### src/rtl/serial_link_credit_ctrl.sv
// Per-VC credit flow control for the serial link: round-robin payload grant,
// piggybacked credit returns. Optional: SERIAL_LINK_CREDIT_TIMEOUT_EN.
module serial_link_credit_ctrl #(
    parameter int NumVc         = 2,
    parameter int NumCredits    = 16,
    parameter int CreditW       = $clog2(NumCredits + 1),
    parameter int ForceThresh   = 12,
    parameter int TimeoutCycles = 64,
    localparam int VcW          = (NumVc > 1) ? $clog2(NumVc) : 1
) (
    input  logic                       clk_i,
    input  logic                       rst_ni,
    input  logic [NumVc-1:0]           tx_valid_i,
    output logic [NumVc-1:0]           tx_ready_o,
    output logic                       out_valid_o,
    input  logic                       out_ready_i,
    output logic [VcW-1:0]             out_vc_o,
    output logic                       out_payload_o,
    output logic [CreditW-1:0]         out_credit_o,
    output logic [VcW-1:0]             out_credit_vc_o,
    input  logic                       rx_credit_valid_i,
    input  logic [VcW-1:0]             rx_credit_vc_i,
    input  logic [CreditW-1:0]         rx_credit_i,
    input  logic [NumVc-1:0]           rx_consumed_i,
    output logic [NumVc*CreditW-1:0]   credits_o,
    output logic                       err_o
);

    localparam logic [CreditW-1:0] MaxCr   = CreditW'(NumCredits);
    localparam logic [CreditW-1:0] ForceCr = CreditW'(ForceThresh);

    if (NumVc < 1 || ForceThresh < 1 || ForceThresh > NumCredits ||
        TimeoutCycles < 1) begin : g_param_err
        $error("serial_link_credit_ctrl: illegal parameter set");
    end

    logic [CreditW-1:0] avail_q [NumVc];
    logic [CreditW-1:0] avail_d [NumVc];
    logic [CreditW-1:0] pend_q  [NumVc];
    logic [CreditW-1:0] pend_d  [NumVc];

    logic [VcW-1:0]     ptr_tx_q;
    logic [VcW-1:0]     ptr_tx_d;
    logic [VcW-1:0]     ptr_cr_q;
    logic [VcW-1:0]     ptr_cr_d;
    logic               err_q;
    logic               err_d;

    logic [NumVc-1:0]   elig;
    logic [NumVc-1:0]   pend_nz;
    logic [NumVc-1:0]   tx_sel;
    logic [NumVc-1:0]   sent;
    logic [NumVc-1:0]   cleared;
    logic [NumVc-1:0]   rx_hit;

    logic               tx_any;
    logic               pend_any;
    logic               force_cr;
    logic               tmo_fire;
    logic [VcW-1:0]     tx_win;
    logic [VcW-1:0]     cr_vc;
    logic [CreditW-1:0] cr_amt;
    logic               beat_valid;
    logic               hs;
    logic               cr_hs;

    logic [CreditW:0]   a_sum;
    logic [CreditW:0]   p_sum;
    logic               ovf;
    logic               bad_vc;

    // First requester at or after ptr; returns ptr itself when nobody asks.
    function automatic logic [VcW-1:0] rr_pick(
        input logic [NumVc-1:0] req,
        input logic [VcW-1:0]   ptr
    );
        logic [VcW-1:0] pick;
        logic           hit;
        int             idx;
        pick = ptr;
        hit  = 1'b0;
        for (int i = 0; i < NumVc; i++) begin
            idx = (int'(ptr) + i) % NumVc;
            if (!hit && req[VcW'(idx)]) begin
                hit  = 1'b1;
                pick = VcW'(idx);
            end
        end
        return pick;
    endfunction

    function automatic logic [VcW-1:0] rr_next(input logic [VcW-1:0] cur);
        return VcW'((int'(cur) + 1) % NumVc);
    endfunction

    // Per-VC request qualification.
    always_comb begin
        elig     = '0;
        pend_nz  = '0;
        force_cr = 1'b0;
        for (int v = 0; v < NumVc; v++) begin
            elig[v]    = tx_valid_i[v] && (avail_q[v] != '0);
            pend_nz[v] = (pend_q[v] != '0);
            if (pend_q[v] >= ForceCr) begin
                force_cr = 1'b1;
            end
        end
    end

    assign tx_any   = |elig;
    assign pend_any = |pend_nz;
    assign tx_win   = rr_pick(elig, ptr_tx_q);
    assign cr_vc    = rr_pick(pend_nz, ptr_cr_q);
    assign cr_amt   = pend_q[cr_vc];

`ifdef SERIAL_LINK_CREDIT_TIMEOUT_EN
    localparam int TmoW = $clog2(TimeoutCycles + 1);
    localparam logic [TmoW-1:0] TmoLast = TmoW'(TimeoutCycles - 1);

    logic [TmoW-1:0] tmo_q;

    // Idle-credit timer; saturates so the flush request holds until served.
    always_ff @(posedge clk_i) begin
        if (!rst_ni || !pend_any || cr_hs) begin
            tmo_q <= '0;
        end else if (tmo_q != TmoLast) begin
            tmo_q <= tmo_q + TmoW'(1);
        end
    end

    assign tmo_fire = pend_any && (tmo_q == TmoLast);
`else
    assign tmo_fire = 1'b0;
`endif

    assign beat_valid = rst_ni && (tx_any || force_cr || tmo_fire);
    assign hs         = beat_valid && out_ready_i;
    assign cr_hs      = hs && (cr_amt != '0);

    // Decode the handshake into per-VC send/clear/receive strobes.
    always_comb begin
        tx_sel  = '0;
        sent    = '0;
        cleared = '0;
        rx_hit  = '0;
        for (int v = 0; v < NumVc; v++) begin
            tx_sel[v]  = tx_any && (tx_win == VcW'(v));
            sent[v]    = hs && tx_sel[v];
            cleared[v] = hs && (cr_vc == VcW'(v));
            rx_hit[v]  = rx_credit_valid_i &&
                         (rx_credit_vc_i == VcW'(v));
        end
    end

    // Counter arithmetic with clamp-and-flag on overflow.
    always_comb begin
        ovf   = 1'b0;
        a_sum = '0;
        p_sum = '0;
        for (int v = 0; v < NumVc; v++) begin
            a_sum = {1'b0, avail_q[v]};
            if (sent[v]) begin
                a_sum = a_sum - (CreditW+1)'(1);
            end
            if (rx_hit[v]) begin
                a_sum = a_sum + {1'b0, rx_credit_i};
            end
            if (a_sum > {1'b0, MaxCr}) begin
                avail_d[v] = MaxCr;
                ovf        = 1'b1;
            end else begin
                avail_d[v] = a_sum[CreditW-1:0];
            end

            p_sum = cleared[v] ? '0 : {1'b0, pend_q[v]};
            p_sum = p_sum + (CreditW+1)'(rx_consumed_i[v]);
            if (p_sum > {1'b0, MaxCr}) begin
                pend_d[v] = MaxCr;
                ovf       = 1'b1;
            end else begin
                pend_d[v] = p_sum[CreditW-1:0];
            end
        end
        bad_vc = rx_credit_valid_i &&
                 (int'(rx_credit_vc_i) >= NumVc);
        err_d  = err_q | ovf | bad_vc;
    end

    // Round-robin pointers move past a winner only when its beat is taken.
    always_comb begin
        ptr_tx_d = ptr_tx_q;
        ptr_cr_d = ptr_cr_q;
        if (hs && tx_any) begin
            ptr_tx_d = rr_next(tx_win);
        end
        if (cr_hs) begin
            ptr_cr_d = rr_next(cr_vc);
        end
    end

    // State registers.
    always_ff @(posedge clk_i) begin
        if (!rst_ni) begin
            for (int v = 0; v < NumVc; v++) begin
                avail_q[v] <= MaxCr;
                pend_q[v]  <= '0;
            end
            ptr_tx_q <= '0;
            ptr_cr_q <= '0;
            err_q    <= 1'b0;
        end else begin
            for (int v = 0; v < NumVc; v++) begin
                avail_q[v] <= avail_d[v];
                pend_q[v]  <= pend_d[v];
            end
            ptr_tx_q <= ptr_tx_d;
            ptr_cr_q <= ptr_cr_d;
            err_q    <= err_d;
        end
    end

    // Status vector of available credits.
    always_comb begin
        credits_o = '0;
        for (int v = 0; v < NumVc; v++) begin
            credits_o[v*CreditW +: CreditW] = avail_q[v];
        end
    end

    assign tx_ready_o      = (rst_ni && out_ready_i) ? tx_sel : '0;
    assign out_valid_o     = beat_valid;
    assign out_payload_o   = rst_ni && tx_any;
    assign out_vc_o        = (rst_ni && tx_any) ? tx_win : '0;
    assign out_credit_o    = rst_ni ? cr_amt : '0;
    assign out_credit_vc_o = rst_ni ? cr_vc : '0;
    assign err_o           = err_q;

endmodule

### config.mk
export PLATFORM = sky130hd
export DESIGN_NAME = serial_link_credit_ctrl
export DESIGN_NICKNAME = d
export VERILOG_FILES = /design/src/rtl/serial_link_credit_ctrl.sv
export SDC_FILE = /design/constraint.sdc
export NUM_CORES = 1
export LEC_CHECK = 0
export CORE_MARGIN = 5
export CORE_UTILIZATION = 54
export CTS_CLUSTER_DIAMETER = 50
export DETAILED_ROUTE_END_ITERATION = 10
export GPL_TIMING_DRIVEN = 0
export PLACE_DENSITY = 0.81
export RECOVER_POWER = 100
export SLEW_MARGIN = 20
export SYNTH_ARGS = -nofsm -noshare
export SYNTH_HDL_FRONTEND = slang
export SYNTH_SLANG_ARGS = --single-unit
### constraint.sdc
create_clock -name clk_i -period 4.63 [get_ports clk_i]
set_input_delay 0.463 -clock clk_i [delete_from_list [all_inputs] [get_ports clk_i]]
set_output_delay 0.463 -clock clk_i [all_outputs]
set_load 0.05 [all_outputs]
==> results.sh <==
export IMPL_cts_buffer_depth=2
export IMPL_die_y_um=72.8
export IMPL_required_ps=4750
export IMPL_antenna_cells=0
export IMPL_path_class="in2reg"
export IMPL_via_per_inst=5.77
export IMPL_dieArea_mm2=0.00530
export IMPL_initial_core_util=0.569
export IMPL_syn_inst=258
export IMPL_hold_class="in2reg"
export IMPL_seqPwrFrac=0.324
export IMPL_post_route_period_util=0.876
export IMPL_drv_cap=0
export IMPL_synth_top_flop_cell="dfxtp_1"
export IMPL_fin_ws_ps=574
export IMPL_drt_iter0_markers=144
export IMPL_start_kind="primary input"
export IMPL_path_clk_slew_ps=80
export IMPL_power_frac_clock=0.158
export IMPL_slew_violations=0
export IMPL_cts_tree="done"
export IMPL_outcome="completed"
export IMPL_dp_slack_ps=502
export IMPL_hold_viol=0
export IMPL_synth_seq_cells=23
export IMPL_startpoint="out_ready_i"
export IMPL_synth_edf_count=0
export IMPL_cts_hold_buf=0
export IMPL_clkLatencyLatePin_ps=250
export IMPL_wl_um=4920
export IMPL_fill_cells=323
export IMPL_place_congestion=0.884
export IMPL_grt_pass1_vias=1945
export IMPL_yosys_warnings=0
export IMPL_drc_errors=0
export IMPL_cts_buffers=3
export IMPL_syn_cell_area_mm2=0.00213
export IMPL_ios=36
export IMPL_critPathSlowestCell="dlygate4sd3_1"
export IMPL_timing_rr_start="avail_q[0][5]"
export IMPL_antenna_found_initial=0
export IMPL_grt_first_pass_wirelength_um=8630
export IMPL_die_w_um=72.8
export IMPL_layout_min_cycle_time_ps=4060
export IMPL_p_switching_mw=0.311
export IMPL_async_flop_share=0
export IMPL_synthTopCellsByArea="dfxtp_1 22%, ha_1 11%, xnor2_1 6.2%"
export IMPL_cts_root_buf="clkbuf_8"
export IMPL_combPwrFrac=0.518
export IMPL_worstReg2RegEnd="avail_q[0][6]"
export IMPL_h_tree_depth=1
export IMPL_worst_endpoint_arrival_ps=4180
export IMPL_setup_viol_count_final=0
export IMPL_drive_gt1_frac=0.0709
export IMPL_synth_top_cell_area_share=0.216
export IMPL_slowest_delay_ps=700
export IMPL_rows=22
export IMPL_r2r_cells=14
export IMPL_setup_tns_final_ps=0
export IMPL_detailed_place_hpwl_um=3870
export IMPL_sw_frac_of_total=0.415
export IMPL_yosysSeqAreaShare=0.216
export IMPL_post_cts_buffers=0
export IMPL_grt_max_degree=13
export IMPL_final_nets=331
export IMPL_fmaxAchievable_mhz=247
export IMPL_antenna_left=0
export IMPL_p_int_mw=0.439
export IMPL_grt_use_total=0.196
export IMPL_yosys_cell_count_top_type="nor2_1"
export IMPL_worstPathMaxFanout=10
export IMPL_synth_distinct_cells=51
export IMPL_ir_worst_vdd_v=0.000173
export IMPL_cts_resized=0
export IMPL_port_buffers=34
export IMPL_cp_end_kind="flop"
export IMPL_avgRoutedWirePerCell_um=14.3
export IMPL_dr_pass1_iters=4
export IMPL_ys_top_cells_by_count="25 x nor2_1, 23 x dfxtp_1, 23 x nand2_1"
export IMPL_grt_setup_unrepaired="false"
export IMPL_area_delta_synth_final_pct=20.1
export IMPL_yosysTopAreaCell="dfxtp_1"
export IMPL_finClkSkew_ps=8.86
export IMPL_slew_headroom=0.623
export IMPL_avgSynthCellArea_um2=8.26
export IMPL_cts_sinks=23
export IMPL_r2r_slack_ps=670
export IMPL_path_cells="dlygate4sd3_1 > nand4_1 > o22ai_1 > clkbuf_1 > nor2_1 > a21oi_1 > ha_1 > a211oi_1 > nor3b_1 > o21a_1 > o21ai_0 > xor2_1 > a2111oi_0"
export IMPL_overflow=0
export IMPL_endpoint="avail_q[0][6]"
export IMPL_powerDensity_mw_per_mm2=293
export IMPL_synth_nets=292
export IMPL_leakagePower_nw=1.06
export IMPL_vias=1984
export IMPL_tightest_slew_ps=559
export IMPL_coreArea_mm2=0.00374
stage by stage:
stage | cells | area, um2 | power (mW) | hold slack, ps | util
finish | 344 | 2560 | 0.750 | 574 | 0.684
global route | 344 | 2560 | 0.805 | 601 | 0.684
CTS | 344 | 2580 | 0.764 | 568 | 0.688
detailed placement | 340 | 2530 | 0.644 | 586 | 0.676
global placement | 340 | 2530 | 0.637 | 564 | 0.676
floorplan | 258 | 2130 | 0.544 | 537 | -
power groups by stage:
stage                     combinational [mW]  clock (mW)  sequential [mW]
final                                  0.389       0.118            0.243
after global routing                   0.427       0.130            0.248
after CTS                              0.400       0.121            0.243
after detailed placement               0.396           0            0.248
after global placement                 0.390           0            0.247
after floorplan                        0.260           0            0.283
per-layer routing:
layer / up-vias / track usage / share of wire
met1: 899 / 0.256 / 0.47
met4: 0 / 0.0389 / 0.010
met2: 55 / 0.353 / 0.48
li1: 1024 / - / -
met3: 6 / 0.0152 / 0.044
met5: - / 0 / 0
worst max-delay path: cells and delay by family:
family | cells | cell delay (ps)
buffers and inverters | 2 | 1130
AOI/OAI and AO/OA | 6 | 1770
and+or+nand+nor | 3 | 330
adders and majority gates | 1 | 300
xor gates and xnor gates | 1 | 200
flip-flops by register name, indices dropped and copies added (netlist names):
signal    count
avail_q      10
err_o         1
pend_q       10
ptr_cr_q      1
ptr_tx_q      1
worst min path at each step:
| stage | start | endpoint | slack (ps) | cells after the start |
|---|---|---|---|---|
| floorplan | ptr_tx_q | ptr_tx_q | 540 | 2 |
| CTS | rst_ni | avail_q[0][0] | 570 | 3 |
| global route | rst_ni | avail_q[0][0] | 600 | 3 |
| global placement | ptr_tx_q | ptr_tx_q | 560 | 2 |
| detailed placement | ptr_tx_q | ptr_tx_q | 590 | 2 |
| finish | rst_ni | avail_q[0][0] | 570 | 3 |
final cells by class:
cell class              count  area (um2)  area share
multi-input cells         215        1570       0.615
flip-flops and latches     23         460       0.180
repair buffers             34         340       0.133
well taps                  48        60.1      0.0235
plain buffers              11        46.3      0.0181
clock buffers               4        45.0      0.0176
inverters                   9        33.8      0.0132
placed cells by master, fill, tap and decap left out, drive strengths merged, types with 3 or more instances in the layout:
cell type      Yosys  routed
nor2              25      25
nand2             23      23
dfxtp             23      23
dlygate4sd3        0      23
ha                18      18
xnor2             15      15
nand3             13      13
clkbuf             8      13
o21ai             11      11
clkdlybuf4s50      0      11
nor3              10      10
and2              10      10
inv                9       9
a21oi              9       9
mux2i              9       9
and3               7       7
a211oi             5       5
xor2               5       5
a31oi              4       4
nor4b              4       4
nand4              3       3
or2                3       3
nor3b              3       3
nor4               3       3
o22ai              3       3
logic make-up (layout without fill, tap and decap cells):
| group | count (synthesis) | count (layout) | synth area share |
|---|---|---|---|
| simple gates | 113 | 113 | 0.292 |
| compound gates | 53 | 53 | 0.205 |
| flops | 23 | 23 | 0.216 |
| fa+ha+maj | 20 | 20 | 0.124 |
| xor+xnor | 20 | 20 | 0.0822 |
| buf+inv | 20 | 58 | 0.0382 |
| mux | 9 | 9 | 0.0423 |
(Power assumes the default switching activity.)
==> variant (same flow settings) <==
Change the parameter `NumCredits` from 16 to 32.
--- a/src/rtl/serial_link_credit_ctrl.sv
+++ b/src/rtl/serial_link_credit_ctrl.sv
@@ -4,3 +4,3 @@
     parameter int NumVc         = 2,
-    parameter int NumCredits    = 16,
+    parameter int NumCredits    = 32,
     parameter int CreditW       = $clog2(NumCredits + 1),
Ports: changed (resized credits_o, out_credit_o and rx_credit_i); port bits go from 36 to 40. No check against the original RTL was run, so the function may have changed too.
==> variant against the unedited design <==
- total power is 19% higher
- routed wire length is 25% higher
- critical path depth is 2 higher
- count of clock-buffer cells in the layout stayed put
- sequential cell count is 4 higher
- design area is 16% higher
- area after synthesis is 16% higher
- setup slack worse by 0.32 ns
- critical path type is now reg2reg
- largest cell class unchanged
==> variant: results <==
metrics = {
    "global_routing": {
        "grt_max_degree": 15,
        "grt_pass1_wl_mm": 10.3,
        "grt_use_total_pct": 20.2,
        "grt_pass1_vias": 2272,
    },
    "synthesis": {
        "syn_nets": 341,
        "synthTopCellsByCount": "29 x nor2_1, 27 x dfxtp_1, 21 x nand2_1",
        "seq_area_frac_synth_pct": 21.8,
        "syn_avg_cell_area_um2": 8.10,
        "synth_area_leaders": "dfxtp_1 22%, ha_1 9.1%, xnor2_1 4.9%",
        "synth_cell_types": 66,
    },
    "worst_setup_path": {
        "worstRegToRegCells": 15,
        "path_max_fanout": 5,
        "slowest_stage": "a2111oi_2",
        "r2r_slack_ns": 0.26,
        "arrival_ns": 4.54,
        "cpPeakStageDelay_ns": 0.44,
        "setup.worst_path.start": "avail_q[0][6]",
        "regToRegEndpoint": "err_o",
    },
    "worst_hold_path": {
        "min_path_type": "reg2reg",
        "worstHoldEndpoint": "err_o",
        "hp-start": "err_o",
        "whs_path_depth": 1,
    },
    "sta": {
        "setup_viol": 0,
        "whs_ns": 0.503,
        "finalClockSkew_ns": 0.00700,
        "fmax_ghz": 0.229,
        "slew_headroom_pct": 41.8,
    },
    "clock_network": {
        "insertion_delay_ns": 0.28,
        "clkTransAtPathRegs_ns": 0.10,
        "post-cts-setup-buffers": 0,
        "htree_levels": 1,
    },
    "placement": {
        "dpl_worst_slack_ns": -0.0597,
        "port_buffers": 38,
        "finalWeightedCongestion": 0.888,
        "dp_hpwl_mm": 4.88,
    },
    "layout": {
        "final_cells": 400,
        "final_nets": 384,
        "fill_cells": 384,
        "top_regs": "avail_q x12, pend_q x12",
        "layout-drive-gt1-share_pct": 6.90,
    },
    "detailed_routing": {
        "drt-initial-drc-count": 166,
        "firstDrtPassIters": 5,
        "totalWireLength_mm": 6.17,
        "viasPerCell": 6.10,
    },
    "outcome": {
        "status": "finished clean",
    },
    "power_and_ir_drop": {
        "p_leak_nw": 1.24,
        "peakVddDrop_uv": 291,
    },
}
[variant: changes by cell type after synthesis, moves of 4 or more]
cell	change
nor2b_1	+12
xor2_1	+6
nand3_1	+5
dfxtp_1	+4
nor2_1	+4
nor3_1	+4
[variant: per-layer routing]
layer	global-route usage [%]	wire, µm
met5	0	0
met1	28.0	2950
met3	3.94	321
met4	4.47	63
met2	32.5	2830
[variant: kinds of logic (layout without fill, tap and decap cells)]
kind of cell    Yosys count  in the layout  synth area share, %
fa+ha+maj                20             20                 10.7
mux                       9              9                 3.63
compound gates           64             64                 20.8
buf+inv                  23             65                 4.24
simple gates            138            138                 29.9
xor+xnor                 25             25                 8.83
flops                    27             27                 21.8
[variant: where the power goes]
part / internal (W) / switching (W) / leakage (nW) / total [W]
clock: 0.0000618 / 0.0000760 / 0.0228 / 0.000138
combinational: 0.000186 / 0.000288 / 0.995 / 0.000474
sequential: 0.000254 / 0.0000290 / 0.220 / 0.000283
[variant: through the flow]
step	cell area (µm²)	TNS, ns
2_1_floorplan	2480	0
3_3_place_gp	2920	0
3_5_place_dp	2920	-0.0597
4_1_cts	2970	0
5_1_grt	2980	0
6_report	2980	0
[variant: final cells by class]
type / instances / area, µm² / share of cell area (%)
Multi-Input combinational cell: 256 / 1840 / 61.9
Sequential cell: 27 / 541 / 18.1
Timing Repair Buffer: 38 / 380 / 12.8
Tap cell: 52 / 65.1 / 2.18
Buffer: 11 / 60.1 / 2.02
Clock buffer: 4 / 45.0 / 1.51
Inverter: 12 / 45.0 / 1.51
[variant: what timing repair did]
action,in CTS,in global routing
gates resized for setup,1,3
setup endpoints to repair,1,7
pin swaps,0,0
hold buffers,0,0
